File: config.mk
export PLATFORM = sky130hd
export DESIGN_NAME = minitb_ahb_pipelined_master
export DESIGN_NICKNAME = d
export VERILOG_FILES = /design/src/rtl/minitb_ahb_pkg.sv /design/src/rtl/minitb_sync_fifo.sv /design/src/rtl/minitb_ahb_pipelined_master.sv
export SDC_FILE = /design/constraint.sdc
export NUM_CORES = 1
export LEC_CHECK = 0
export BUFFER_PORTS_ARGS = -buffer_cell sky130_fd_sc_hd__buf_2
export CORE_ASPECT_RATIO = 1.25
export CORE_UTILIZATION = 34
export DETAILED_ROUTE_END_ITERATION = 8
export PLACE_DENSITY = 0.63
export SLEW_MARGIN = 5
export SYNTH_ARGS = -nofsm -noshare
export SYNTH_HDL_FRONTEND = slang
export SYNTH_HIERARCHICAL = 1
export SYNTH_SLANG_ARGS = --single-unit
File: constraint.sdc
create_clock -name hclk -period 4 [get_ports hclk]
set_clock_uncertainty 0.15 [all_clocks]
set_input_delay 0.4 -clock hclk [delete_from_list [all_inputs] [get_ports hclk]]
set_output_delay 0.4 -clock hclk [all_outputs]
set_load 0.05 [all_outputs]
File: src/rtl/minitb_ahb_pkg.sv
// Shared AHB-Lite types and constants for the miniTB pipelined master.
package minitb_ahb_pkg;

  typedef enum logic [1:0] {
    HTRANS_IDLE   = 2'b00,
    HTRANS_BUSY   = 2'b01,
    HTRANS_NONSEQ = 2'b10,
    HTRANS_SEQ    = 2'b11
  } htrans_t;

  localparam logic HRESP_OKAY  = 1'b0;
  localparam logic HRESP_ERROR = 1'b1;

  localparam logic [2:0] HSIZE_BYTE  = 3'd0;
  localparam logic [2:0] HSIZE_HALF  = 3'd1;
  localparam logic [2:0] HSIZE_WORD  = 3'd2;
  localparam logic [2:0] HSIZE_DWORD = 3'd3;

  typedef enum logic [1:0] {
    DP_NONE   = 2'd0,
    DP_ACTIVE = 2'd1,
    DP_ERR    = 2'd2
  } dp_state_t;

  // Command layout at the default 8-bit address / 32-bit data widths.
  localparam int CMD_ADDR_W = 8;
  localparam int CMD_DATA_W = 32;

  typedef struct packed {
    logic                  write;
    logic [2:0]            size;
    logic [CMD_ADDR_W-1:0] addr;
    logic [CMD_DATA_W-1:0] wdata;
  } ahb_cmd_t;

endpackage

File: src/rtl/minitb_sync_fifo.sv
// Synchronous FIFO with head and next-after-head peek ports.
module minitb_sync_fifo #(
  parameter int WIDTH = 8,
  parameter int DEPTH = 4
) (
  input  logic                     clk,
  input  logic                     reset,
  input  logic                     push,
  input  logic [WIDTH-1:0]         push_data,
  input  logic                     pop,
  output logic [WIDTH-1:0]         head,
  output logic [WIDTH-1:0]         head_next,
  output logic                     full,
  output logic                     empty,
  output logic [$clog2(DEPTH):0]   count
);

  localparam int AW = $clog2(DEPTH);

  logic [WIDTH-1:0] mem [DEPTH];
  logic [AW-1:0]    wr_ptr;
  logic [AW-1:0]    rd_ptr;
  logic             do_push;
  logic             do_pop;

  assign empty     = (count == '0);
  assign full      = (count == (AW+1)'(DEPTH));
  assign do_pop    = pop && !empty;
  assign do_push   = push && (!full || do_pop);
  assign head      = mem[rd_ptr];
  assign head_next = mem[rd_ptr + AW'(1)];

  always_ff @(posedge clk) begin
    if (do_push) begin
      mem[wr_ptr] <= push_data;
    end
  end

  always_ff @(posedge clk) begin
    if (reset) begin
      wr_ptr <= '0;
      rd_ptr <= '0;
      count  <= '0;
    end else begin
      if (do_push) wr_ptr <= wr_ptr + AW'(1);
      if (do_pop)  rd_ptr <= rd_ptr + AW'(1);
      case ({do_push, do_pop})
        2'b10:   count <= count + (AW+1)'(1);
        2'b01:   count <= count - (AW+1)'(1);
        default: count <= count;
      endcase
    end
  end

endmodule

File: src/rtl/minitb_ahb_pipelined_master.sv
// AHB-Lite master: queued commands issued as pipelined NONSEQ transfers
// with wait-state and two-cycle ERROR handling, one in-order response each.
module minitb_ahb_pipelined_master
  import minitb_ahb_pkg::*;
#(
  parameter int ADDR_WIDTH = 8,
  parameter int DATA_WIDTH = 32,
  parameter int CMD_DEPTH  = 4
) (
  input  logic                  hclk,
  input  logic                  hreset,
  input  logic                  cmd_valid,
  output logic                  cmd_ready,
  input  logic                  cmd_write,
  input  logic [ADDR_WIDTH-1:0] cmd_addr,
  input  logic [2:0]            cmd_size,
  input  logic [DATA_WIDTH-1:0] cmd_wdata,
  output logic [1:0]            htrans,
  output logic [ADDR_WIDTH-1:0] haddr,
  output logic                  hwrite,
  output logic [2:0]            hsize,
  output logic [DATA_WIDTH-1:0] hwdata,
  input  logic [DATA_WIDTH-1:0] hrdata,
  input  logic                  hready,
  input  logic                  hresp,
  output logic                  rsp_valid,
  output logic                  rsp_write,
  output logic [DATA_WIDTH-1:0] rsp_rdata,
  output logic                  rsp_error
);

  localparam int CW = $clog2(CMD_DEPTH);

  typedef struct packed {
    logic                  write;
    logic [2:0]            size;
    logic [ADDR_WIDTH-1:0] addr;
    logic [DATA_WIDTH-1:0] wdata;
  } cmd_t;

  cmd_t      cmd_in_s, head_s, head_next_s, next_cmd_s;
  logic      full_s, empty_s, push_s, accept_s;
  logic [CW:0] count_s;
  logic      complete_s, error_s, more_s;
  dp_state_t dp_state_r, dp_next_s;
  logic      dp_write_r;

  assign cmd_in_s  = {cmd_write, cmd_size, cmd_addr, cmd_wdata};
  assign cmd_ready = !full_s;
  assign push_s    = cmd_valid && cmd_ready;
  assign accept_s  = (htrans == HTRANS_NONSEQ) && hready;

  minitb_sync_fifo #(.WIDTH($bits(cmd_t)), .DEPTH(CMD_DEPTH)) u_cmd_fifo (
    .clk       (hclk),
    .reset     (hreset),
    .push      (push_s),
    .push_data (cmd_in_s),
    .pop       (accept_s),
    .head      (head_s),
    .head_next (head_next_s),
    .full      (full_s),
    .empty     (empty_s),
    .count     (count_s)
  );

  // Data-phase outcome and the command that owns the next address phase.
  always_comb begin
    complete_s = 1'b0;
    error_s    = 1'b0;
    dp_next_s  = dp_state_r;
    case (dp_state_r)
      DP_ACTIVE: begin
        if (hready) begin
          complete_s = 1'b1;
          error_s    = (hresp == HRESP_ERROR);
          dp_next_s  = DP_NONE;
        end else if (hresp == HRESP_ERROR) begin
          dp_next_s  = DP_ERR;
        end else begin
          dp_next_s  = DP_ACTIVE;
        end
      end
      DP_ERR: begin
        if (hready) begin
          complete_s = 1'b1;
          error_s    = 1'b1;
          dp_next_s  = DP_NONE;
        end else begin
          dp_next_s  = DP_ERR;
        end
      end
      default: dp_next_s = DP_NONE;
    endcase
    if (accept_s) dp_next_s = DP_ACTIVE;
    more_s     = accept_s ? (count_s > (CW+1)'(1)) : !empty_s;
    next_cmd_s = accept_s ? head_next_s : head_s;
  end

  always_ff @(posedge hclk) begin
    if (hreset) begin
      dp_state_r <= DP_NONE;
      dp_write_r <= 1'b0;
      htrans     <= HTRANS_IDLE;
      haddr      <= '0;
      hwrite     <= 1'b0;
      hsize      <= 3'd0;
      hwdata     <= '0;
      rsp_valid  <= 1'b0;
      rsp_write  <= 1'b0;
      rsp_rdata  <= '0;
      rsp_error  <= 1'b0;
    end else begin
      dp_state_r <= dp_next_s;
      if (accept_s) begin
        dp_write_r <= head_s.write;
        hwdata     <= head_s.write ? head_s.wdata : '0;
      end else if (complete_s) begin
        hwdata     <= '0;
      end
      rsp_valid <= complete_s;
      rsp_write <= complete_s && dp_write_r;
      rsp_error <= error_s;
      rsp_rdata <= (complete_s && !error_s && !dp_write_r) ? hrdata : '0;
      // An errored data phase cancels any pending address phase; a stalled one holds it.
      if (dp_next_s == DP_ERR) begin
        htrans <= HTRANS_IDLE;
      end else if ((htrans == HTRANS_NONSEQ) && !hready) begin
        htrans <= htrans;
      end else if (more_s) begin
        htrans <= HTRANS_NONSEQ;
        haddr  <= next_cmd_s.addr;
        hwrite <= next_cmd_s.write;
        hsize  <= next_cmd_s.size;
      end else begin
        htrans <= HTRANS_IDLE;
      end
    end
  end

endmodule

# Word level (Yosys, flattened, before mapping)
# Memory sizes are Yosys's and may differ from the RTL's. A register that Yosys moved wholly into a read port is not among the register bits.
# Index checks and enable logic that the tools add are counted.
# classes
n_addsub	4
order_cmp	1
eq_ne	7
n_mux	20
bitwise_logic	3
reduce_logical	21
# ops
cell	count
two-way mux 32 bit	3
two-way mux 44 bit	1
two-way mux 2 bit	7
equality test 2 bit (second input constant)	4
logical AND 1 bit	8
two-way mux 1 bit	6
one-hot mux 3 bit (2 select lines)	1
OR reduction 2 bit	3
zero test 1 bit	5
adder 2 x 1 -> 2 bit (second input constant)	2
equality test 2 x 1 -> 1 bit (second input constant)	2
one-hot mux 2 bit (2 select lines)	1
nonzero test 2 bit	2
adder 3 x 1 -> 3 bit (second input constant)	1
equality test 3 bit (second input constant)	1
greater-than comparator 3 x 1 -> 1 bit (second input constant)	1
zero test 3 bit	1
NOT 1 bit	3
AND reduction 3 bit	1
subtractor 3 x 1 -> 3 bit (second input constant)	1
one-hot mux 1 bit (2 select lines)	1
logical OR 1 bit	1
# word_totals
register_bits	91
ramBits	176
input_bits	81
out_inout_bits	82
wordCells	71
memories	1
# mem_list
name	depth	word_bits	rd	rd_clocked_by_memory_dff	wr	line_no	rtl
u_cmd_fifo.mem	4	44	2	1	1	minitb_sync_fifo.sv:20	logic [WIDTH-1:0] mem [DEPTH];

# Longest topological paths before layout
# Gate-level depths: netlist of the first run.
# depth
ltp_word	7
depth_mapped	10
depth_no_buf	8

# Modules after synthesis
# Netlist of the first run, hierarchy kept.
# modules_own_cells
module	instances	cells_each	area_each_um2	seq_area_each_um2
minitb_sync_fifo	1	343	7926.4	5465.2
minitb_ahb_pipelined_master	1	329	3057.9	1661.6

# Worst setup path after synthesis of the first run
# No wires, ideal clock.
# synth_path
path_kind	reg-to-reg
startpoint	register htrans[1]
endpoint	memory u_cmd_fifo/mem[1][0] in the netlist's numbering (enable)
setup_time_ps	406
arrival_ps	2938
required_time_ps	3444
slack_ps	506
stages_incl_launch_ff	8
path_buffers	2
synth_period_minus_slack_ps	3494
path_cell_list	dfxtp_1 buf_2 buf_1 nand2_1 inv_1 nor4b_1 nor2b_1 and2_1
# synth_between
elab_chain_len	7
# synth_rtl
element	line_no	rtl
from (decl)	minitb_ahb_pipelined_master.sv:18	output logic [1:0] htrans,
from (signal assigned)	minitb_ahb_pipelined_master.sv:128	htrans <= htrans;
equality test 2 bit	minitb_ahb_pipelined_master.sv:51	assign accept_s = (htrans == HTRANS_NONSEQ) && hready;
logical AND 1 bit	minitb_ahb_pipelined_master.sv:51	
via accept_s	minitb_ahb_pipelined_master.sv:42	logic full_s, empty_s, push_s, accept_s;
logical AND 1 bit	minitb_sync_fifo.sv:28	assign do_pop = pop && !empty;
logical OR 1 bit	minitb_sync_fifo.sv:29	assign do_push = push && (!full || do_pop);
logical AND 1 bit	minitb_sync_fifo.sv:29	
two-way mux 1 bit	minitb_sync_fifo.sv:34	if (do_push) begin
two-way mux 1 bit (not written as such)	minitb_sync_fifo.sv:35	mem[wr_ptr] <= push_data;
to (decl)	minitb_sync_fifo.sv:20	
# The timed path passes the listed nets, and every way through them passes these cells.

# Worst setup path in the final report of the first run
# layout_path
startpoint	register u_cmd_fifo.count[0]
endpoint	memory u_cmd_fifo/mem[0][22] in the netlist's numbering (enable)
# layout_between
word_cells_on_any_way	10
cone_classes	eq/ne (1); mux (2); reduce/logical (7)
# layout_lines
element	line_no	rtl
from (decl)	minitb_sync_fifo.sv:15	output logic [$clog2(DEPTH):0] count
from (signal assigned)	minitb_sync_fifo.sv:48	2'b10: count <= count + (AW+1)'(1);
from (signal assigned)	minitb_sync_fifo.sv:49	2'b01: count <= count - (AW+1)'(1);
from (signal assigned)	minitb_sync_fifo.sv:50	default: count <= count;
equality test 3 bit	minitb_sync_fifo.sv:27	assign full = (count == (AW+1)'(DEPTH));
via full_s	minitb_ahb_pipelined_master.sv:42	
zero test 1 bit	minitb_ahb_pipelined_master.sv:49	assign cmd_ready = !full_s;
logical AND 1 bit	minitb_ahb_pipelined_master.sv:50	assign push_s = cmd_valid && cmd_ready;
via push_s	minitb_ahb_pipelined_master.sv:42	
logical AND 1 bit	minitb_sync_fifo.sv:29	
two-way mux 1 bit	minitb_sync_fifo.sv:34	
two-way mux 1 bit (not written as such)	minitb_sync_fifo.sv:35	
# The timed path passes the listed nets, and every way through them passes these cells.

==> results of run 1 <==
## worst register-to-register path, cell delays in order, from the launching register on
cell and delay, ns:
sky130_fd_sc_hd__dfxtp_1 0.46, sky130_fd_sc_hd__nor3_1 0.10, sky130_fd_sc_hd__nor2b_1 0.46, sky130_fd_sc_hd__nor2b_1 0.46, sky130_fd_sc_hd__and2_2 0.59, sky130_fd_sc_hd__buf_12 0.27
## registers in the layout, indices dropped and copies added, names as in the netlist, 2 cells and up, named ones only
signal / count
dp_state_r: 2
haddr: 8
hsize: 3
hwdata: 32
rsp_rdata: 32
u_cmd_fifo/count: 3
u_cmd_fifo/mem: 176
u_cmd_fifo/rd_ptr: 2
u_cmd_fifo/wr_ptr: 2
## power by group through the flow
stage	Sequential, mW	Combinational [mW]	Clock [mW]
after global routing	3.15	0.631	2.55
after floorplan	3.28	0.267	0
after CTS	3.14	0.593	2.46
final	3.14	0.582	2.39
after global placement	3.20	0.526	0
after detailed placement	3.20	0.532	0
## layout by cell type (no fill, tap or decap), drive strengths merged, types with 2 or more instances in the layout
master	instances
nand3	13
inv	12
bufinv	2
xnor2	2
nor2b	15
mux4	56
dlygate4sd3	76
and2	37
nor3	4
clkbuf	32
clkinv	8
nand2	35
dfxtp	92
o21ai	32
a211oi	2
and3	2
a21oi	47
mux2	13
buf	174
clkinvlp	6
ha	6
o31a	2
a21bo	12
edfxtp	176
nor2	14
xor2	3
mux2i	2
## final cells by class
cell class                      instances  area (um2)  share of cell area, %
Sequential cell                       268        7130                   54.6
Clock buffer                           32         694                   5.32
Multi-Input combinational cell        311        2840                   21.8
Tap cell                              396         495                   3.80
Clock inverter                         17         146                   1.12
Timing Repair Buffer                  250        1700                   13.0
Inverter                               11        41.3                  0.316
Antenna cell                            1        2.50                 0.0192
## metrics by stage
stage | std cells | setup slack [ns] | total power, mW | utilization, % | instance area (um2)
finish | 1286 | 1.21 | 6.11 | 44.4 | 13100
global route | 1286 | 0.985 | 6.34 | 44.4 | 13100
CTS | 1285 | 1.18 | 6.20 | 44.4 | 13100
detailed placement | 1160 | 0.883 | 3.73 | 38.9 | 11500
global placement | 1160 | 0.930 | 3.72 | 38.9 | 11500
floorplan | 638 | 0.506 | 3.55 | - | 10200
## per-layer routing
metal	GRT usage, %	vias up
met1	16.9	2982
met5	0	-
li1	-	2855
met3	2.45	27
met2	25.3	196
met4	4.67	0
## how the worst max path moves through the flow
| stage | start | end | cells past startpoint |
|---|---|---|---|
| 2_1_floorplan | htrans[1]$_SDFFE_PP0N_ | u_cmd_fifo/mem[1][0]$_DFFE_PP_ | 7 |
| 3_3_place_gp | hready | u_cmd_fifo/count[2]$_SDFFE_PP0P_ | 9 |
| 3_5_place_dp | hready | u_cmd_fifo/count[2]$_SDFFE_PP0P_ | 9 |
| 4_1_cts | u_cmd_fifo/count[0]$_SDFFE_PP0P_ | u_cmd_fifo/mem[0][22]$_DFFE_PP_ | 5 |
| 5_1_grt | u_cmd_fifo/count[0]$_SDFFE_PP0P_ | u_cmd_fifo/mem[0][31]$_DFFE_PP_ | 5 |
| 6_report | u_cmd_fifo/count[0]$_SDFFE_PP0P_ | u_cmd_fifo/mem[0][22]$_DFFE_PP_ | 5 |
==> run summary, run 1 <==
CRITICAL PATH
------------------------------------------------------------------------------------
R2R setup slack .......................................................      1.21 ns
Startpoint of the worst register-to-register path ..................... u_cmd_fifo/count[0]$_SDFFE_PP0P_
Required time at the endpoint of the critical path ....................      4.07 ns
Highest cell delay on the worst timing path ...........................      0.59 ns
Family with the most delay on the worst path .......................... simple AND/OR/NAND/NOR gates
Critical Path Start Type ..............................................     register
Category of the most critical setup path .............................. register to register
Critical register-to-register path endpoint ........................... u_cmd_fifo/mem[0][22]$_DFFE_PP_
Cell with the biggest individual delay on the critical path ........... sky130_fd_sc_hd__and2_2
Combined buffer and inverter count along the critical path ............            1
Largest driver fanout on the critical path ............................           21
Signal arrival time at the worst endpoint .............................      2.86 ns
Sort of element at the end of the critical path .......................     register
Library cell appearing most often on the critical path ................ sky130_fd_sc_hd__nor2b_1
Depth of the most critical reg-to-reg path ............................            5
Critical Path, Cell by Cell ........................................... nor3_1, nor2b_1, nor2b_1, and2_2, buf_12

DIE
------------------------------------------------------------------------------------
Area of the core region ...............................................    29400 um2
Starting density of the core ..........................................        34.8%
Die height ............................................................       196 um
Die footprint .........................................................    30800 um2
# IOs .................................................................          163
Horizontal extent of the die ..........................................       157 um
Standard-cell rows ....................................................           70

SYNTHESIS
------------------------------------------------------------------------------------
Yosys warning total ...................................................            6
Cell count after synthesis ............................................          638
Avg Inst Size Synth ...................................................     16.1 um2
Post-Syn Nets .........................................................          726
Cell Area, Synth ......................................................    10200 um2

FINAL LAYOUT
------------------------------------------------------------------------------------
Share of cells above drive strength 1 .................................        34.0%
Layout overhead on the synthesized area ...............................        27.4%
Fillers ...............................................................         2674
Number of nets in the final layout ....................................          957

DRT
------------------------------------------------------------------------------------
Sum of met2 wire segment lengths after detailed routing ...............     11000 um
Vias ..................................................................         6060
Antenna viol nets, final ..............................................            0
WL/cell ...............................................................      16.9 um
Routed wire length ....................................................     21700 um
Total routed wire length on the met1 layer ............................      8990 um
Top sig layer .........................................................         met4
Iteration count of the initial detailed-routing pass ..................            4
Post-route DRC ........................................................            0
Detailed router's first-iteration violation count .....................          366
Total length of routed met3 wires .....................................      1310 um
Detailed-route vias per instance ......................................         4.71

CLOCK TREE
------------------------------------------------------------------------------------
CTS Buffer Depth ......................................................            3
TritonCTS clock tree ..................................................         done
Clk sinks .............................................................          268
Clock root buffer ..................................................... sky130_fd_sc_hd__clkbuf_16
Post-CTS Hold Buffers .................................................           76
Post-CTS setup buffer count ...........................................            0
Clock transition at the registers of the reported paths ...............      0.06 ns
Cells resized by post-CTS repair ......................................            0
H-tree Lvls ...........................................................            1
Total clock buffers created by CTS ....................................           27
Latest clock arrival within the worst-skew pair .......................      0.52 ns

TIMING
------------------------------------------------------------------------------------
Count of pins over their slew limit ...................................            0
Final count of hold timing violations .................................            0
Max-Slew Margin vs Limit ..............................................        22.7%
Worst-Margin Slew .....................................................      1.16 ns
Final setup vio count .................................................            0
Sum of negative setup slack ...........................................         0 ns
Unrepaired setup endpoints after global routing .......................        false
Highest attainable clock frequency ....................................    0.359 GHz
Final hold slack ......................................................    0.0363 ns
Final worst-path cycle share ..........................................        69.7%
Final Critical Period .................................................      2.79 ns

POWER AND IR DROP
------------------------------------------------------------------------------------
Net Sw Frac ...........................................................        22.9%
Internal power ........................................................      4.71 mW
Leak pwr ..............................................................      4.76 nW
Net load switching power ..............................................      1.40 mW
IR Drop Worst-Case VDD ................................................     0.282 mV
Fraction of power consumed by combinational cells .....................         9.5%
PwrDens ...............................................................   468 nW/um2
Share of total power in sequential cells ..............................        51.4%
Proportion of power drawn by the clock network ........................        39.1%

MIN PATH
------------------------------------------------------------------------------------
Hold wc startpoint ....................................................        hresp
Worst min-delay path endpoint ......................................... rsp_error$_SDFF_PP0_
Min-Delay Path Depth ..................................................            3
Tightest Hold Check Type .............................................. input pin to register

PLACE
------------------------------------------------------------------------------------
Number of buffer cells added on primary ports .........................          161
Detailed Place HPWL ...................................................     13300 um
Weighted congestion at the end of routability-driven global placement .        0.712

GLOBAL ROUTING
------------------------------------------------------------------------------------
Vias in the first global route ........................................         6215
Initial antenna violation count .......................................            1
Global-route wire length before repair ................................     33600 um
Global-route congestion overflow total ................................            0
Largest net degree at the start of global routing .....................           70
Combined global-route utilization of all metal layers .................        14.1%

JOB
------------------------------------------------------------------------------------
Number of max-cap violations ..........................................            0

STATUS
------------------------------------------------------------------------------------
Status ................................................................    completed

Power figures use the tool's default switching activity.
==> run 2: changes to the inputs <==
--- a/config.mk
+++ b/config.mk
@@ -5,6 +5,7 @@
 export SDC_FILE = /design/constraint.sdc
 export NUM_CORES = 1
 export LEC_CHECK = 0
+export ABC_AREA = 1
 export BUFFER_PORTS_ARGS = -buffer_cell sky130_fd_sc_hd__buf_2
 export CORE_ASPECT_RATIO = 1.25
 export CORE_UTILIZATION = 34
==> constraint.sdc (replaced) <==
create_clock -name hclk -period 2.8 [get_ports hclk]
set_clock_uncertainty 0.15 [all_clocks]
set_input_delay 0.28 -clock hclk [delete_from_list [all_inputs] [get_ports hclk]]
set_output_delay 0.28 -clock hclk [all_outputs]
set_load 0.05 [all_outputs]
==> run summary, run 2 <==
SYNTHESIS
------------------------------------------------------------------------------------
Post-Syn Nets .........................................................         1059
Cell Area, Synth ......................................................    10600 um2
Avg Inst Size Synth ...................................................     10.9 um2
Yosys warning total ...................................................            6
Cell count after synthesis ............................................          971

DRT
------------------------------------------------------------------------------------
Antenna viol nets, final ..............................................            0
Vias ..................................................................         7750
Detailed router's first-iteration violation count .....................          455
Post-route DRC ........................................................            0
Detailed-route vias per instance ......................................         4.79
Routed wire length ....................................................     25900 um
WL/cell ...............................................................      16.0 um
Iteration count of the initial detailed-routing pass ..................            5

TIMING
------------------------------------------------------------------------------------
Final hold slack ......................................................     0.141 ns
Final count of hold timing violations .................................            0
Final worst-path cycle share ..........................................        76.2%
Max-Slew Margin vs Limit ..............................................        60.0%
Highest attainable clock frequency ....................................    0.469 GHz
Final setup vio count .................................................            0
Worst-Margin Slew .....................................................     0.600 ns
Unrepaired setup endpoints after global routing .......................        false
Count of pins over their slew limit ...................................            0
Sum of negative setup slack ...........................................         0 ns
Setup WS post-layout ..................................................     0.667 ns
Final Critical Period .................................................      2.13 ns

CRITICAL PATH
------------------------------------------------------------------------------------
Sort of element at the end of the critical path .......................     register
Library cell appearing most often on the critical path ................ sky130_fd_sc_hd__nor2_1
Depth of the most critical reg-to-reg path ............................            7
Largest driver fanout on the critical path ............................           10
Signal arrival time at the worst endpoint .............................      2.21 ns
Required time at the endpoint of the critical path ....................      2.88 ns
Critical Path Start Type ..............................................     register
R2R setup slack .......................................................      0.67 ns
Critical Path, Cell by Cell ........................................... nor2_1, nand2_1, inv_2, nor2_1, nand2_2, nor2_4, buf_4
Cell with the biggest individual delay on the critical path ........... sky130_fd_sc_hd__dfxtp_1
Category of the most critical setup path .............................. register to register
Highest cell delay on the worst timing path ...........................      0.37 ns
Critical register-to-register path endpoint ........................... u_cmd_fifo/mem[1][5]$_DFFE_PP_
Startpoint of the worst register-to-register path ..................... u_cmd_fifo/count[1]$_SDFFE_PP0P_

GLOBAL ROUTING
------------------------------------------------------------------------------------
Global-route congestion overflow total ................................            0
Initial antenna violation count .......................................            0
Largest net degree at the start of global routing .....................           49
Vias in the first global route ........................................         7724
Global-route wire length before repair ................................     41000 um
Combined global-route utilization of all metal layers .................        16.1%

CLOCK TREE
------------------------------------------------------------------------------------
CTS Buffer Depth ......................................................            3
Latest clock arrival within the worst-skew pair .......................      0.54 ns
TritonCTS clock tree ..................................................         done
H-tree Lvls ...........................................................            1
Total clock buffers created by CTS ....................................           28
Clock root buffer ..................................................... sky130_fd_sc_hd__clkbuf_16
Post-CTS setup buffer count ...........................................            0
Clock transition at the registers of the reported paths ...............      0.06 ns
Clk sinks .............................................................          268

MIN PATH
------------------------------------------------------------------------------------
Min-Delay Path Depth ..................................................            6
Tightest Hold Check Type .............................................. input pin to register
Worst min-delay path endpoint ......................................... u_cmd_fifo/count[2]$_SDFFE_PP0P_
Hold wc startpoint ....................................................    cmd_valid

POWER AND IR DROP
------------------------------------------------------------------------------------
PwrDens ...............................................................   714 nW/um2
IR Drop Worst-Case VDD ................................................     0.480 mV
Net load switching power ..............................................      2.61 mW
Net Sw Frac ...........................................................        27.4%
Leak pwr ..............................................................      5.37 nW
Share of total power in sequential cells ..............................        48.0%
Proportion of power drawn by the clock network ........................        36.1%
Final Power ...........................................................      9.54 mW
Fraction of power consumed by combinational cells .....................        15.9%
Internal power ........................................................      6.93 mW

PLACE
------------------------------------------------------------------------------------
Weighted congestion at the end of routability-driven global placement .        0.758
Detailed Place HPWL ...................................................     15700 um
Cell area after placement .............................................    11700 um2
Dpl ws ................................................................     0.675 ns
Number of buffer cells added on primary ports .........................          161

FINAL LAYOUT
------------------------------------------------------------------------------------
Flip-flop count of the largest register, all copies and words added ...          176
Top library cells by usage in the layout, fill and taps aside ......... sky130_fd_sc_hd__edfxtp_1, sky130_fd_sc_hd__nor2_1, sky130_fd_sc_hd__buf_2
Number of diodes added for antenna fixing .............................            0
Final design instance area without fill ...............................    13400 um2
Biggest regs .......................................................... u_cmd_fifo/mem (176), hwdata (32), rsp_rdata (32)
Most common library cell in the layout ignoring fill and taps ......... sky130_fd_sc_hd__edfxtp_1
Number of nets in the final layout ....................................         1285
Biggest register ...................................................... u_cmd_fifo/mem
Layout overhead on the synthesized area ...............................        26.4%
Share of cells above drive strength 1 .................................        20.9%

JOB
------------------------------------------------------------------------------------
Number of max-cap violations ..........................................            0

DIE
------------------------------------------------------------------------------------
Standard-cell rows ....................................................           71
Horizontal extent of the die ..........................................       160 um
# IOs .................................................................          163
Starting density of the core ..........................................        34.8%
Area of the core region ...............................................    30400 um2
Die footprint .........................................................    31800 um2
Die height ............................................................       199 um

STATUS
------------------------------------------------------------------------------------
Status ................................................................    completed

[run 2: what timing repair did]
action / in CTS / in global routing
resized for setup: 0 / 0
hold buffers: 80 / 0
endpoints found under the hold margin: 212 / 0
[run 2: how the worst max path moves through the flow]
stage / cells after the start / endpoint / slack, ns / start
after floorplan: 9 / u_cmd_fifo/mem[0][0]$_DFFE_PP_ / 0.11 / htrans[1]$_SDFFE_PP0N_
after global routing: 10 / haddr[3]$_SDFFE_PP0P_ / 0.50 / hready
after CTS: 7 / u_cmd_fifo/mem[1][11]$_DFFE_PP_ / 0.66 / u_cmd_fifo/count[1]$_SDFFE_PP0P_
final: 7 / u_cmd_fifo/mem[1][5]$_DFFE_PP_ / 0.67 / u_cmd_fifo/count[1]$_SDFFE_PP0P_
after detailed placement: 7 / u_cmd_fifo/mem[2][19]$_DFFE_PP_ / 0.68 / u_cmd_fifo/count[1]$_SDFFE_PP0P_
after global placement: 7 / u_cmd_fifo/mem[1][4]$_DFFE_PP_ / 0.70 / u_cmd_fifo/count[1]$_SDFFE_PP0P_
[run 2: layout make-up]
type	count	area, um2
flip-flops and latches	268	7130
clock inverters	7	52.6
multi-input cells	559	2780
fillers	2817	17000
well taps	401	502
inverters	76	288
repair buffers	264	1800
clock buffers	43	807
[run 2: stage by stage]
stage,std cells,utilization (%)
floorplan,971,-
global placement,1488,38.5
detailed placement,1488,38.5
CTS,1618,44.0
global route,1618,44.0
finish,1618,44.0
[run 2: power groups by stage]
stage | Sequential (mW) | Clock (mW) | Combinational (mW)
2_1_floorplan | 4.92 | 0 | 0.797
3_3_place_gp | 4.66 | 0 | 1.42
3_5_place_dp | 4.67 | 0 | 1.43
4_1_cts | 4.58 | 3.51 | 1.53
5_1_grt | 4.61 | 3.68 | 1.66
6_report | 4.58 | 3.44 | 1.51
[run 2: per-layer routing]
layer | global-route usage, % | vias up | wire [um]
li1 | - | 3791 | -
met1 | 19.2 | 3669 | 11000
met2 | 29.9 | 247 | 12900
met3 | 2.55 | 43 | 1470
met4 | 4.81 | 0 | 511
met5 | 0 | - | 0
[run 2: worst max-delay path, delay by kind of cell (launching register included)]
kind	cells	cell delay [ns]
and+or+nand+nor	5	0.97
DFF	1	0.37
buffers and inverters	2	0.32
==> run 3: changes to the inputs <==
==> constraint.sdc (replaced) <==
create_clock -name hclk -period 2 [get_ports hclk]
set_clock_uncertainty 0.15 [all_clocks]
set_input_delay 0.2 -clock hclk [delete_from_list [all_inputs] [get_ports hclk]]
set_output_delay 0.2 -clock hclk [all_outputs]
set_load 0.05 [all_outputs]
==> run summary, run 3 (synthesis gave the netlist of run 2 again) <==
PLACE
------------------------------------------------------------------------------------
Number of buffer cells added on primary ports .........................          161
Cell area after placement .............................................    12000 um2
Weighted congestion at the end of routability-driven global placement .        0.761
Detailed Place HPWL ...................................................     16100 um
Total placed cells including tap cells ................................         1497

CLOCK TREE
------------------------------------------------------------------------------------
Latest clock arrival within the worst-skew pair .......................      0.55 ns
Clock root buffer ..................................................... sky130_fd_sc_hd__clkbuf_16
TritonCTS clock tree ..................................................         done
Total clock buffers created by CTS ....................................           27
H-tree Lvls ...........................................................            1
Clock transition at the registers of the reported paths ...............      0.06 ns
CTS Buffer Depth ......................................................            3
Clk sinks .............................................................          268

POWER AND IR DROP
------------------------------------------------------------------------------------
Proportion of power drawn by the clock network ........................        34.6%
PwrDens ...............................................................   975 nW/um2
Internal power ........................................................      9.58 mW
Fraction of power consumed by combinational cells .....................        17.1%
IR Drop Worst-Case VDD ................................................     0.582 mV
Net load switching power ..............................................      3.68 mW
Share of total power in sequential cells ..............................        48.3%
Leak pwr ..............................................................      5.46 nW
Net Sw Frac ...........................................................        27.7%
Final Power ...........................................................      13.3 mW

FINAL LAYOUT
------------------------------------------------------------------------------------
Final design instance area without fill ...............................    13600 um2
Layout overhead on the synthesized area ...............................        28.6%
Fillers ...............................................................         2854
Most common library cell in the layout ignoring fill and taps ......... sky130_fd_sc_hd__edfxtp_1
Share of cells above drive strength 1 .................................        21.6%
Biggest register ...................................................... u_cmd_fifo/mem
Number of nets in the final layout ....................................         1293
Top library cells by usage in the layout, fill and taps aside ......... sky130_fd_sc_hd__edfxtp_1, sky130_fd_sc_hd__buf_2, sky130_fd_sc_hd__nor2_1
Number of non-filler instances in the completed layout ................         1628
Flip-flop count of the largest register, all copies and words added ...          176
Biggest regs .......................................................... u_cmd_fifo/mem (176), hwdata (32), rsp_rdata (32)

GLOBAL ROUTING
------------------------------------------------------------------------------------
Vias in the first global route ........................................         7812
Largest net degree at the start of global routing .....................           60
Global-route wire length before repair ................................     40300 um
Initial antenna violation count .......................................            1
Combined global-route utilization of all metal layers .................        16.0%
Global-route congestion overflow total ................................            0

TIMING
------------------------------------------------------------------------------------
Unrepaired setup endpoints after global routing .......................         true
Final setup vio count .................................................            0
Final worst-path cycle share ..........................................        96.0%
Final count of hold timing violations .................................            0
Final Critical Period .................................................      1.92 ns
Count of pins over their slew limit ...................................            0
Highest attainable clock frequency ....................................    0.521 GHz

STATUS
------------------------------------------------------------------------------------
Status ................................................................    completed

CRITICAL PATH
------------------------------------------------------------------------------------
Largest driver fanout on the critical path ............................            5
Critical register-to-register path endpoint ........................... u_cmd_fifo/count[1]$_SDFFE_PP0P_
Startpoint of the worst register-to-register path ..................... u_cmd_fifo/count[2]$_SDFFE_PP0P_
Critical Path Start Type ..............................................     register
Signal arrival time at the worst endpoint .............................      2.20 ns
Depth of the most critical reg-to-reg path ............................            6
R2R setup slack .......................................................      0.08 ns
Category of the most critical setup path .............................. register to register
Sort of element at the end of the critical path .......................     register
Required time at the endpoint of the critical path ....................      2.28 ns

DRT
------------------------------------------------------------------------------------
Top sig layer .........................................................         met4
Iteration count of the initial detailed-routing pass ..................            4
Total routed wire length on the met1 layer ............................     10100 um
Routed wire length ....................................................     25500 um
Antenna viol nets, final ..............................................            0
Detailed router's first-iteration violation count .....................          424
Detailed-route vias per instance ......................................         4.76
Post-route DRC ........................................................            0
Sum of met2 wire segment lengths after detailed routing ...............     13100 um
Vias ..................................................................         7743
Total length of routed met3 wires .....................................      1690 um
WL/cell ...............................................................      15.7 um

DIE
------------------------------------------------------------------------------------
# IOs .................................................................          163
Standard-cell rows ....................................................           71
Die footprint .........................................................    31800 um2
Die height ............................................................       199 um
Starting density of the core ..........................................        34.8%
Area of the core region ...............................................    30400 um2
Horizontal extent of the die ..........................................       160 um

MIN PATH
------------------------------------------------------------------------------------
Min-Delay Path Depth ..................................................            6
Tightest Hold Check Type .............................................. input pin to register
Hold wc startpoint ....................................................    cmd_valid
Worst min-delay path endpoint ......................................... u_cmd_fifo/count[2]$_SDFFE_PP0P_

JOB
------------------------------------------------------------------------------------
Number of max-cap violations ..........................................            0

## run 3: cell count changes in the layout (fill, tap and decap cells not counted), sizes merged
cell and change:
diode +1, clkinvlp -1, clkinv +6, buf +9
clkbuf -5
## run 3: layout make-up
| cell class | instances | area [um2] | share of cell area [%] |
|---|---|---|---|
| clock inverter | 12 | 76.3 | 0.561 |
| tap | 401 | 502 | 3.69 |
| inverter | 76 | 288 | 2.12 |
| clock buffer | 38 | 728 | 5.35 |
| timing repair buffer | 273 | 2030 | 15.0 |
| multi-input combinational | 559 | 2840 | 20.9 |
| sequential | 268 | 7130 | 52.4 |
| antenna | 1 | 2.50 | 0.0184 |
## run 3: power by group through the flow
stage          registers, mW  clock network (mW)  logic (mW)
6_report                6.40                4.59        2.26
3_5_place_dp            6.52                   0        2.14
4_1_cts                 6.40                4.70        2.27
3_3_place_gp            6.51                   0        2.12
5_1_grt                 6.44                4.90        2.49
2_1_floorplan           6.89                   0        1.13
## run 3: how the worst max path moves through the flow
stage	from	endpoint	slack, ns	depth (start not counted)
2_1_floorplan	htrans[1]$_SDFFE_PP0N_	u_cmd_fifo/mem[0][0]$_DFFE_PP_	-0.48	9
3_3_place_gp	u_cmd_fifo/count[0]$_SDFFE_PP0P_	u_cmd_fifo/count[1]$_SDFFE_PP0P_	0.06	9
3_5_place_dp	u_cmd_fifo/count[0]$_SDFFE_PP0P_	u_cmd_fifo/count[1]$_SDFFE_PP0P_	-0.01	9
4_1_cts	u_cmd_fifo/count[0]$_SDFFE_PP0P_	u_cmd_fifo/count[1]$_SDFFE_PP0P_	0.002	9
5_1_grt	u_cmd_fifo/count[2]$_SDFFE_PP0P_	u_cmd_fifo/count[2]$_SDFFE_PP0P_	-0.05	9
6_report	u_cmd_fifo/count[2]$_SDFFE_PP0P_	u_cmd_fifo/count[1]$_SDFFE_PP0P_	0.08	6
## run 3: worst max-delay path, cell delays in order, from the launching register on
cell,delay [ns]
sky130_fd_sc_hd__dfxtp_1,0.37
sky130_fd_sc_hd__inv_1,0.09
sky130_fd_sc_hd__nand2_1,0.25
sky130_fd_sc_hd__nand3_1,0.18
sky130_fd_sc_hd__fa_2,0.54
sky130_fd_sc_hd__a21boi_1,0.16
sky130_fd_sc_hd__nor2_1,0.06
## run 3: repair_timing
| action | CTS | global route |
|---|---|---|
| endpoints found under the hold margin | 225 | 0 |
| setup endpoints to repair | 3 | 10 |
| pin swaps | 0 | 1 |
| hold buffers | 80 | 0 |
| resized for setup | 1 | 5 |
| buffers inserted | 0 | 0 |
## run 3: routing by layer
layer | up-vias | track usage [%]
li1 | 3810 | -
met1 | 3624 | 18.5
met2 | 259 | 29.8
met3 | 50 | 3.01
met4 | 0 | 4.77
met5 | - | 0
## run 3: per-stage QoR
stage                     hold WS [ns]  util [%]  setup WS, ns  TNS, ns
after detailed placement         0.269      39.4       -0.0136  -0.0136
after global routing             0.120      44.8       -0.0477   -0.190
after CTS                       0.0425      44.7       0.00217        0
after global placement           0.263      39.4        0.0571        0
after floorplan                  0.119         -        -0.482   -82.02
final                           0.0811      44.8        0.0809        0
